`src/rtl/cd_rx_pkg.sv`:
```
// Shared types and constants for the rx frame assembler.
package cd_rx_pkg;

  typedef enum logic [1:0] {
    SYNC  = 2'd0,
    RECV  = 2'd1,
    FLUSH = 2'd2
  } rx_state_e;

  localparam logic [1:0] ERR_INCOMPLETE = 2'd0;
  localparam logic [1:0] ERR_CRC        = 2'd1;
  localparam logic [1:0] ERR_LEN        = 2'd2;

  localparam int unsigned HDR_SRC = 0;
  localparam int unsigned HDR_DST = 1;
  localparam int unsigned HDR_LEN = 2;

endpackage

```
`src/rtl/cd_rx_addr_filter.sv`:
```
// Combinational destination match: own address, broadcast, promiscuous
// mode, or any enabled multicast entry.
module cd_rx_addr_filter
  import cd_rx_pkg::*;
#(
  parameter int unsigned MCAST_N = 2
) (
  input  logic [7:0]           i_dst,
  input  logic [7:0]           i_filter,
  input  logic [8*MCAST_N-1:0] i_mc,
  input  logic [MCAST_N-1:0]   i_mc_en,
  output logic                 o_match
);

  always_comb begin
    o_match = (i_dst == i_filter) || (i_dst == 8'hff) || (i_filter == 8'hff);
    for (int unsigned i = 0; i < MCAST_N; i++) begin
      if (i_mc_en[i] && (i_mc[8*i +: 8] == i_dst)) o_match = 1'b1;
    end
  end

endmodule

```
`src/rtl/cd_rx_frame.sv`:
```
// Receive-frame assembler: filters, writes bytes to RAM, checks length/CRC.
// Optional statistics counters when CD_RX_STAT_EN is defined.
module cd_rx_frame
  import cd_rx_pkg::*;
#(
  parameter  int unsigned MAX_LEN = 253,
  parameter  int unsigned MCAST_N = 2,
  localparam int unsigned AW      = $clog2(MAX_LEN + 5)
) (
  input  logic                 clk,
  input  logic                 reset_n,
  input  logic [7:0]           filter,
  input  logic [8*MCAST_N-1:0] filter_mc,
  input  logic [MCAST_N-1:0]   filter_mc_en,
  input  logic                 user_crc,
  input  logic                 not_drop,
  input  logic                 abort,
  output logic                 error,
  output logic [1:0]           err_code,
  input  logic                 des_bus_idle,
  input  logic [7:0]           des_data,
  input  logic [15:0]          des_crc_data,
  input  logic                 des_data_clk,
  output logic                 des_force_wait_idle,
  output logic [7:0]           ram_wr_byte,
  output logic [AW-1:0]        ram_wr_addr,
  output logic                 ram_wr_en,
  output logic [AW-1:0]        ram_wr_len,
  output logic                 ram_switch
`ifdef CD_RX_STAT_EN
  ,
  input  logic                 stat_clr,
  output logic [15:0]          stat_ok,
  output logic [15:0]          stat_err,
  output logic [15:0]          stat_drop
`endif
);

  rx_state_e     r_state;
  logic [AW:0]   r_cnt;
  logic [7:0]    r_len;
  logic          r_error;
  logic [1:0]    r_err_code;
  logic          r_switch;
  logic          r_fwi;
  logic [7:0]    r_wr_byte;
  logic [AW-1:0] r_wr_addr;
  logic          r_wr_en;
  logic [AW-1:0] r_wr_len;
`ifdef CD_RX_STAT_EN
  logic          r_drop;
`endif

  logic          w_dst_match;
  logic [AW:0]   w_cnt_inc;
  logic          w_last;

  cd_rx_addr_filter #(.MCAST_N(MCAST_N)) u_filter (
    .i_dst    (des_data),
    .i_filter (filter),
    .i_mc     (filter_mc),
    .i_mc_en  (filter_mc_en),
    .o_match  (w_dst_match)
  );

  assign w_cnt_inc = (&r_cnt) ? r_cnt : r_cnt + 1'b1;
  assign w_last    = (16'(r_cnt) == (16'(r_len) + 16'd4));

  always_ff @(posedge clk or negedge reset_n) begin
    if (!reset_n) begin
      r_state    <= SYNC;
      r_cnt      <= '0;
      r_len      <= '0;
      r_error    <= 1'b0;
      r_err_code <= '0;
      r_switch   <= 1'b0;
      r_fwi      <= 1'b0;
      r_wr_byte  <= '0;
      r_wr_addr  <= '0;
      r_wr_en    <= 1'b0;
      r_wr_len   <= '0;
`ifdef CD_RX_STAT_EN
      r_drop     <= 1'b0;
`endif
    end else begin
      r_error  <= 1'b0;
      r_switch <= 1'b0;
      r_wr_en  <= 1'b0;
      r_fwi    <= 1'b0;
`ifdef CD_RX_STAT_EN
      r_drop   <= 1'b0;
`endif
      case (r_state)
        SYNC: begin
          r_fwi   <= !des_bus_idle;
          r_cnt   <= '0;
          r_len   <= '0;
          r_state <= RECV;
        end
        RECV: begin
          // Idle takes priority over a coincident byte strobe.
          if (des_bus_idle) begin
            if (r_cnt >= (AW+1)'(2)) begin
              r_error    <= 1'b1;
              r_err_code <= ERR_INCOMPLETE;
              r_switch   <= not_drop;
              r_wr_len   <= not_drop ? AW'(r_cnt) : AW'(r_len);
              r_state    <= SYNC;
            end else if (r_cnt == (AW+1)'(1)) begin
              r_state <= SYNC;
            end
          end else if (des_data_clk) begin
            if (!r_cnt[AW]) begin
              r_wr_en   <= 1'b1;
              r_wr_addr <= r_cnt[AW-1:0];
              r_wr_byte <= des_data;
            end
            r_cnt <= w_cnt_inc;
            if (r_cnt == (AW+1)'(HDR_SRC)) begin
              if (des_data == filter && filter != 8'hff) begin
                r_state <= FLUSH;
`ifdef CD_RX_STAT_EN
                r_drop  <= 1'b1;
`endif
              end
            end else if (r_cnt == (AW+1)'(HDR_DST)) begin
              if (!w_dst_match) begin
                r_state <= FLUSH;
`ifdef CD_RX_STAT_EN
                r_drop  <= 1'b1;
`endif
              end
            end else if (r_cnt == (AW+1)'(HDR_LEN)) begin
              r_len <= des_data;
              if (32'(des_data) > MAX_LEN) begin
                r_error    <= 1'b1;
                r_err_code <= ERR_LEN;
                r_switch   <= not_drop;
                r_wr_len   <= not_drop ? AW'(HDR_LEN + 1) : AW'(des_data);
                r_state    <= FLUSH;
              end
            end else if (w_last) begin
              if (des_crc_data == 16'h0000 || user_crc) begin
                r_switch <= 1'b1;
              end else begin
                r_error    <= 1'b1;
                r_err_code <= ERR_CRC;
                r_switch   <= not_drop;
              end
              r_wr_len <= not_drop ? AW'(r_cnt + 1'b1) : AW'(r_len);
              r_state  <= SYNC;
            end
          end
        end
        FLUSH: begin
          if (des_bus_idle) r_state <= SYNC;
        end
        default: r_state <= SYNC;
      endcase
      // Abort overrides any handover decided in this cycle, including length.
      if (abort) begin
        r_state  <= SYNC;
        r_error  <= 1'b0;
        r_switch <= 1'b0;
        r_wr_len <= r_wr_len;
`ifdef CD_RX_STAT_EN
        r_drop   <= 1'b0;
`endif
      end
    end
  end

  assign error               = r_error;
  assign err_code            = r_err_code;
  assign ram_switch          = r_switch;
  assign des_force_wait_idle = r_fwi;
  assign ram_wr_byte         = r_wr_byte;
  assign ram_wr_addr         = r_wr_addr;
  assign ram_wr_en           = r_wr_en;
  assign ram_wr_len          = r_wr_len;

`ifdef CD_RX_STAT_EN
  logic [15:0] r_stat_ok, r_stat_err, r_stat_drop;

  always_ff @(posedge clk or negedge reset_n) begin
    if (!reset_n) begin
      r_stat_ok   <= '0;
      r_stat_err  <= '0;
      r_stat_drop <= '0;
    end else if (stat_clr) begin
      r_stat_ok   <= '0;
      r_stat_err  <= '0;
      r_stat_drop <= '0;
    end else begin
      if (r_switch && !r_error && r_stat_ok != '1) r_stat_ok <= r_stat_ok + 1'b1;
      if (r_error && r_stat_err != '1)             r_stat_err <= r_stat_err + 1'b1;
      if (r_drop && r_stat_drop != '1)             r_stat_drop <= r_stat_drop + 1'b1;
    end
  end

  assign stat_ok   = r_stat_ok;
  assign stat_err  = r_stat_err;
  assign stat_drop = r_stat_drop;
`endif

endmodule
```
`config.mk`:
```
export PLATFORM = sky130hd
export DESIGN_NAME = cd_rx_frame
export DESIGN_NICKNAME = d
export VERILOG_FILES = /design/src/rtl/cd_rx_pkg.sv /design/src/rtl/cd_rx_addr_filter.sv /design/src/rtl/cd_rx_frame.sv
export SDC_FILE = /design/constraint.sdc
export NUM_CORES = 1
export LEC_CHECK = 0
export CORE_ASPECT_RATIO = 0.9
export CORE_MARGIN = 1
export CORE_UTILIZATION = 35
export DETAILED_ROUTE_END_ITERATION = 8
export PLACE_DENSITY = 0.68
export SYNTH_ARGS = -nofsm -noshare
export SYNTH_HDL_FRONTEND = slang
export SYNTH_SLANG_ARGS = --single-unit
```
`constraint.sdc`:
```
create_clock -name clk -period 2.4 [get_ports clk]
set_clock_uncertainty 0.05 [all_clocks]
set_input_delay 0.48 -clock clk [delete_from_list [all_inputs] [get_ports clk]]
set_output_delay 0.48 -clock clk [all_outputs]
set_load 0.01 [all_outputs]
```
==> impl_metrics.ini, run 1 <==
[timing]
rsz0062_at_grt = yes
slew_headroom_pct = 62.10
min_period_over_period_pct = 109.5
slew_violations = 0
tightest_slew_ps = 568.5
fmax_ghz = 0.3804
setup-violations-final = 13
post-route-min-period_ps = 2629
layout_setup_ws_ps = -228.8
hold_viol_final = 0
setup_tns_ps = -1923

[global_route]
track_usage_pct = 21.39
grt_max_degree = 32
grt_pass1_vias = 3252
grt_overflow_total = 0
antenna_found_initial = 0
grt_pass1_wl_mm = 16.61

[power]
p_comb_share_pct = 54.7
intPower_uw = 2810
power_density_mw_per_mm2 = 859.3
p_clk_share_pct = 15.2
leakagePower_uw = 0.002257
p_sw_uw = 1582
ir_drop_mv = 0.4926
p_sw_share_pct = 36.03
sequentialPowerShare_pct = 30.1

[place]
dp_cells = 604
place.gp.congestion = 0.9477
place_ws_ps = -226.9
dp.final_hpwl_mm = 8.238
port_buffers = 88

[synth]
ys.flop_type = dfrtp_1
ys_ff_latch = 52
synth_edf_count = 0
ys_top_cells_by_area = dfrtp_1, xor2_1, mux2_2
synth_top_cells_by_count = dfrtp_1, xor2_1, clkbuf_1
netlist_area_mm2 = 0.003384
avgSynthCellArea_um2 = 9.726
ys_seq_area_share_pct = 38.45
ys_warn_count = 0
async_flop_share_pct = 100.0
synth_cells = 348
synth.most_common_cell = dfrtp_1
ys_types = 53
synth_top_area_share_pct = 38.45
syn_nets = 410
synth_top_area_cell = dfrtp_1

[clocking]
clock-sinks = 52
root_buffer = clkbuf_8
insertion_delay_ps = 310
cts_tree = yes
cts.clk_slew.worst_paths_ps = 100
cts_hold_buf = 0
cts_buffers = 5
cts_buffer_depth = 2
cts.htree.levels = 2

[worst_setup_path]
required_ps = 2540
critPathBufInv = 1
crit_chain = ha_1, xnor2_1, nand3_1, or4_1, a221o_1, a221o_1, buf_12, mux2_4
max_stage_delay_ps = 400
path_delay_family = compound AO/OA/AOI/OAI gates
cpMostUsedCell = a221o_1
path_max_fanout = 7
slowest_stage = dfrtp_1
crit_arrival_ps = 2770
cp-end-kind = flop
worstSetupPathType = flop to flop
worstSetupStartpointType = flop

[die]
die_h_um = 95.29
io_pins = 89
die_w_um = 105.7
start_util_pct = 36.59
core_region_area_mm2 = 0.009249
floorplan.die_area_mm2 = 0.01007
rows = 33

[layout]
fin_cells = 614
antenna_cells = 0
drive_gt1_share_pct = 27.24
fillerInstances = 837
nNetsFinal = 553
area.growth.synth_to_final_pct = 51.02

[routing]
antenna_left = 0
viasPerCell = 5.321
first_pass_iters = 4
route.detailed.drc = 0
drt_iter0_markers = 171
vias = 3267
wl_per_cell_um = 17.21
wl_mm = 10.57

[run_status]
violations = negative setup slack
outcome = complete, but fails checks

[job]
maxCapViolations = 0

[min_path]
hp-class = primary input to async pin
-- cell type report --
cell class | instances | area, um^2 | share of cell area, %
clock inverter | 1 | 30.03 | 0.5875
timing repair buffer | 163 | 1494 | 29.23
inverter | 9 | 33.78 | 0.6610
sequential | 52 | 1301 | 25.46
tap | 122 | 152.6 | 2.987
multi-input combinational | 260 | 2003 | 39.19
clock buffer | 7 | 96.34 | 1.885
-- power by group through the flow --
| stage | Sequential (uW) | Clock [uW] | Combinational, uW |
|---|---|---|---|
| floorplan | 1390 | 0 | 1090 |
| global placement | 1330 | 0 | 2290 |
| detailed placement | 1330 | 0 | 2320 |
| CTS | 1320 | 679 | 2340 |
| global route | 1360 | 719 | 2600 |
| finish | 1320 | 666 | 2400 |
-- routing by layer --
layer  track usage (%)  routed length, um  share of wire (%)
met4             8.218                268                2.5
met3             3.349                541                5.1
met2             36.22               5020                 47
met5                 0                  0                  0
met1             27.66               4739                 45
-- flip-flops by register name, indices dropped and copies added, names as in the netlist --
name and flops:
r_state 2, ram_switch 1, r_cnt 10, ram_wr_en 1, ram_wr_byte 8, ram_wr_len 9
r_len 8, des_force_wait_idle 1, ram_wr_addr 9, err_code 2, error 1
-- path summary, 6_finish.rpt --
path	startpoint	endpoint	slack, ps	depth (start not counted)
min in group clk	ram_wr_addr[4]$_DFFE_PN0P_	ram_wr_addr[4]$_DFFE_PN0P_	460	1
worst max-delay path	r_len[3]$_DFFE_PN0P_	ram_wr_len[5]$_DFFE_PN0P_	-230	8
worst max register to register	r_len[3]$_DFFE_PN0P_	ram_wr_len[5]$_DFFE_PN0P_	-230	8
worst min-delay path	reset_n	ram_wr_byte[0]$_DFFE_PN0P_	100	1
max in group asynchronous	reset_n	ram_wr_len[7]$_DFFE_PN0P_	1620	2
worst min register to register	ram_wr_addr[4]$_DFFE_PN0P_	ram_wr_addr[4]$_DFFE_PN0P_	460	1
-- logic make-up (layout without fill, tap and decap cells) --
family,after synthesis,after routing,share of synthesized area (%)
xor+xnor,36,36,9.538
buf+inv,36,180,4.547
compound gates,79,79,16.60
mux,33,33,12.02
fa+ha+maj,5,5,1.848
simple gates,107,107,17.01
flops,52,52,38.45
-- cells in the final DEF, fill, tap and decap left out, types with 9 or more instances in the layout --
master            n
xor2_1           24
a21oi_1          11
nor4_1            9
mux2_2           19
nand3_1          10
nor2_1           21
inv_1             9
dfrtp_1          52
nand2_1          13
o21ai_0          16
xnor2_1          10
clkdlybuf4s50_1  87
buf_4            68
nor2b_1          12
-- through the flow --
stage	hold WS (ps)	util [%]	power [uW]	instance area, um^2
floorplan	134.4	-	2480	3385
global placement	439.2	52.94	3619	4896
detailed placement	445.1	52.94	3642	4896
CTS	113.5	54.41	4343	5032
global route	136.3	55.26	4673	5111
finish	102.7	55.26	4392	5111
-- timing repair --
action,4_1_cts,5_1_grt
endpoints found under the setup margin,11,24
hold endpoints to repair,0,0
gates cloned,0,1
setup buffers,0,1
gates resized for setup,2,15
pin swaps,0,7
Note: power is estimated with default switching activity, not from simulation.
==> inputs of run 2 (changes only) <==
--- a/config.mk
+++ b/config.mk
@@ -5,6 +5,7 @@
 export SDC_FILE = /design/constraint.sdc
 export NUM_CORES = 1
 export LEC_CHECK = 0
+export CAP_MARGIN = 20
 export CORE_ASPECT_RATIO = 0.9
 export CORE_MARGIN = 1
 export CORE_UTILIZATION = 35
@@ -13,3 +14,4 @@
 export SYNTH_ARGS = -nofsm -noshare
 export SYNTH_HDL_FRONTEND = slang
 export SYNTH_SLANG_ARGS = --single-unit
+export TNS_END_PERCENT = 100
==> results of run 2 <==
The final DEF is identical to that of run 1; final timing and power are the same.
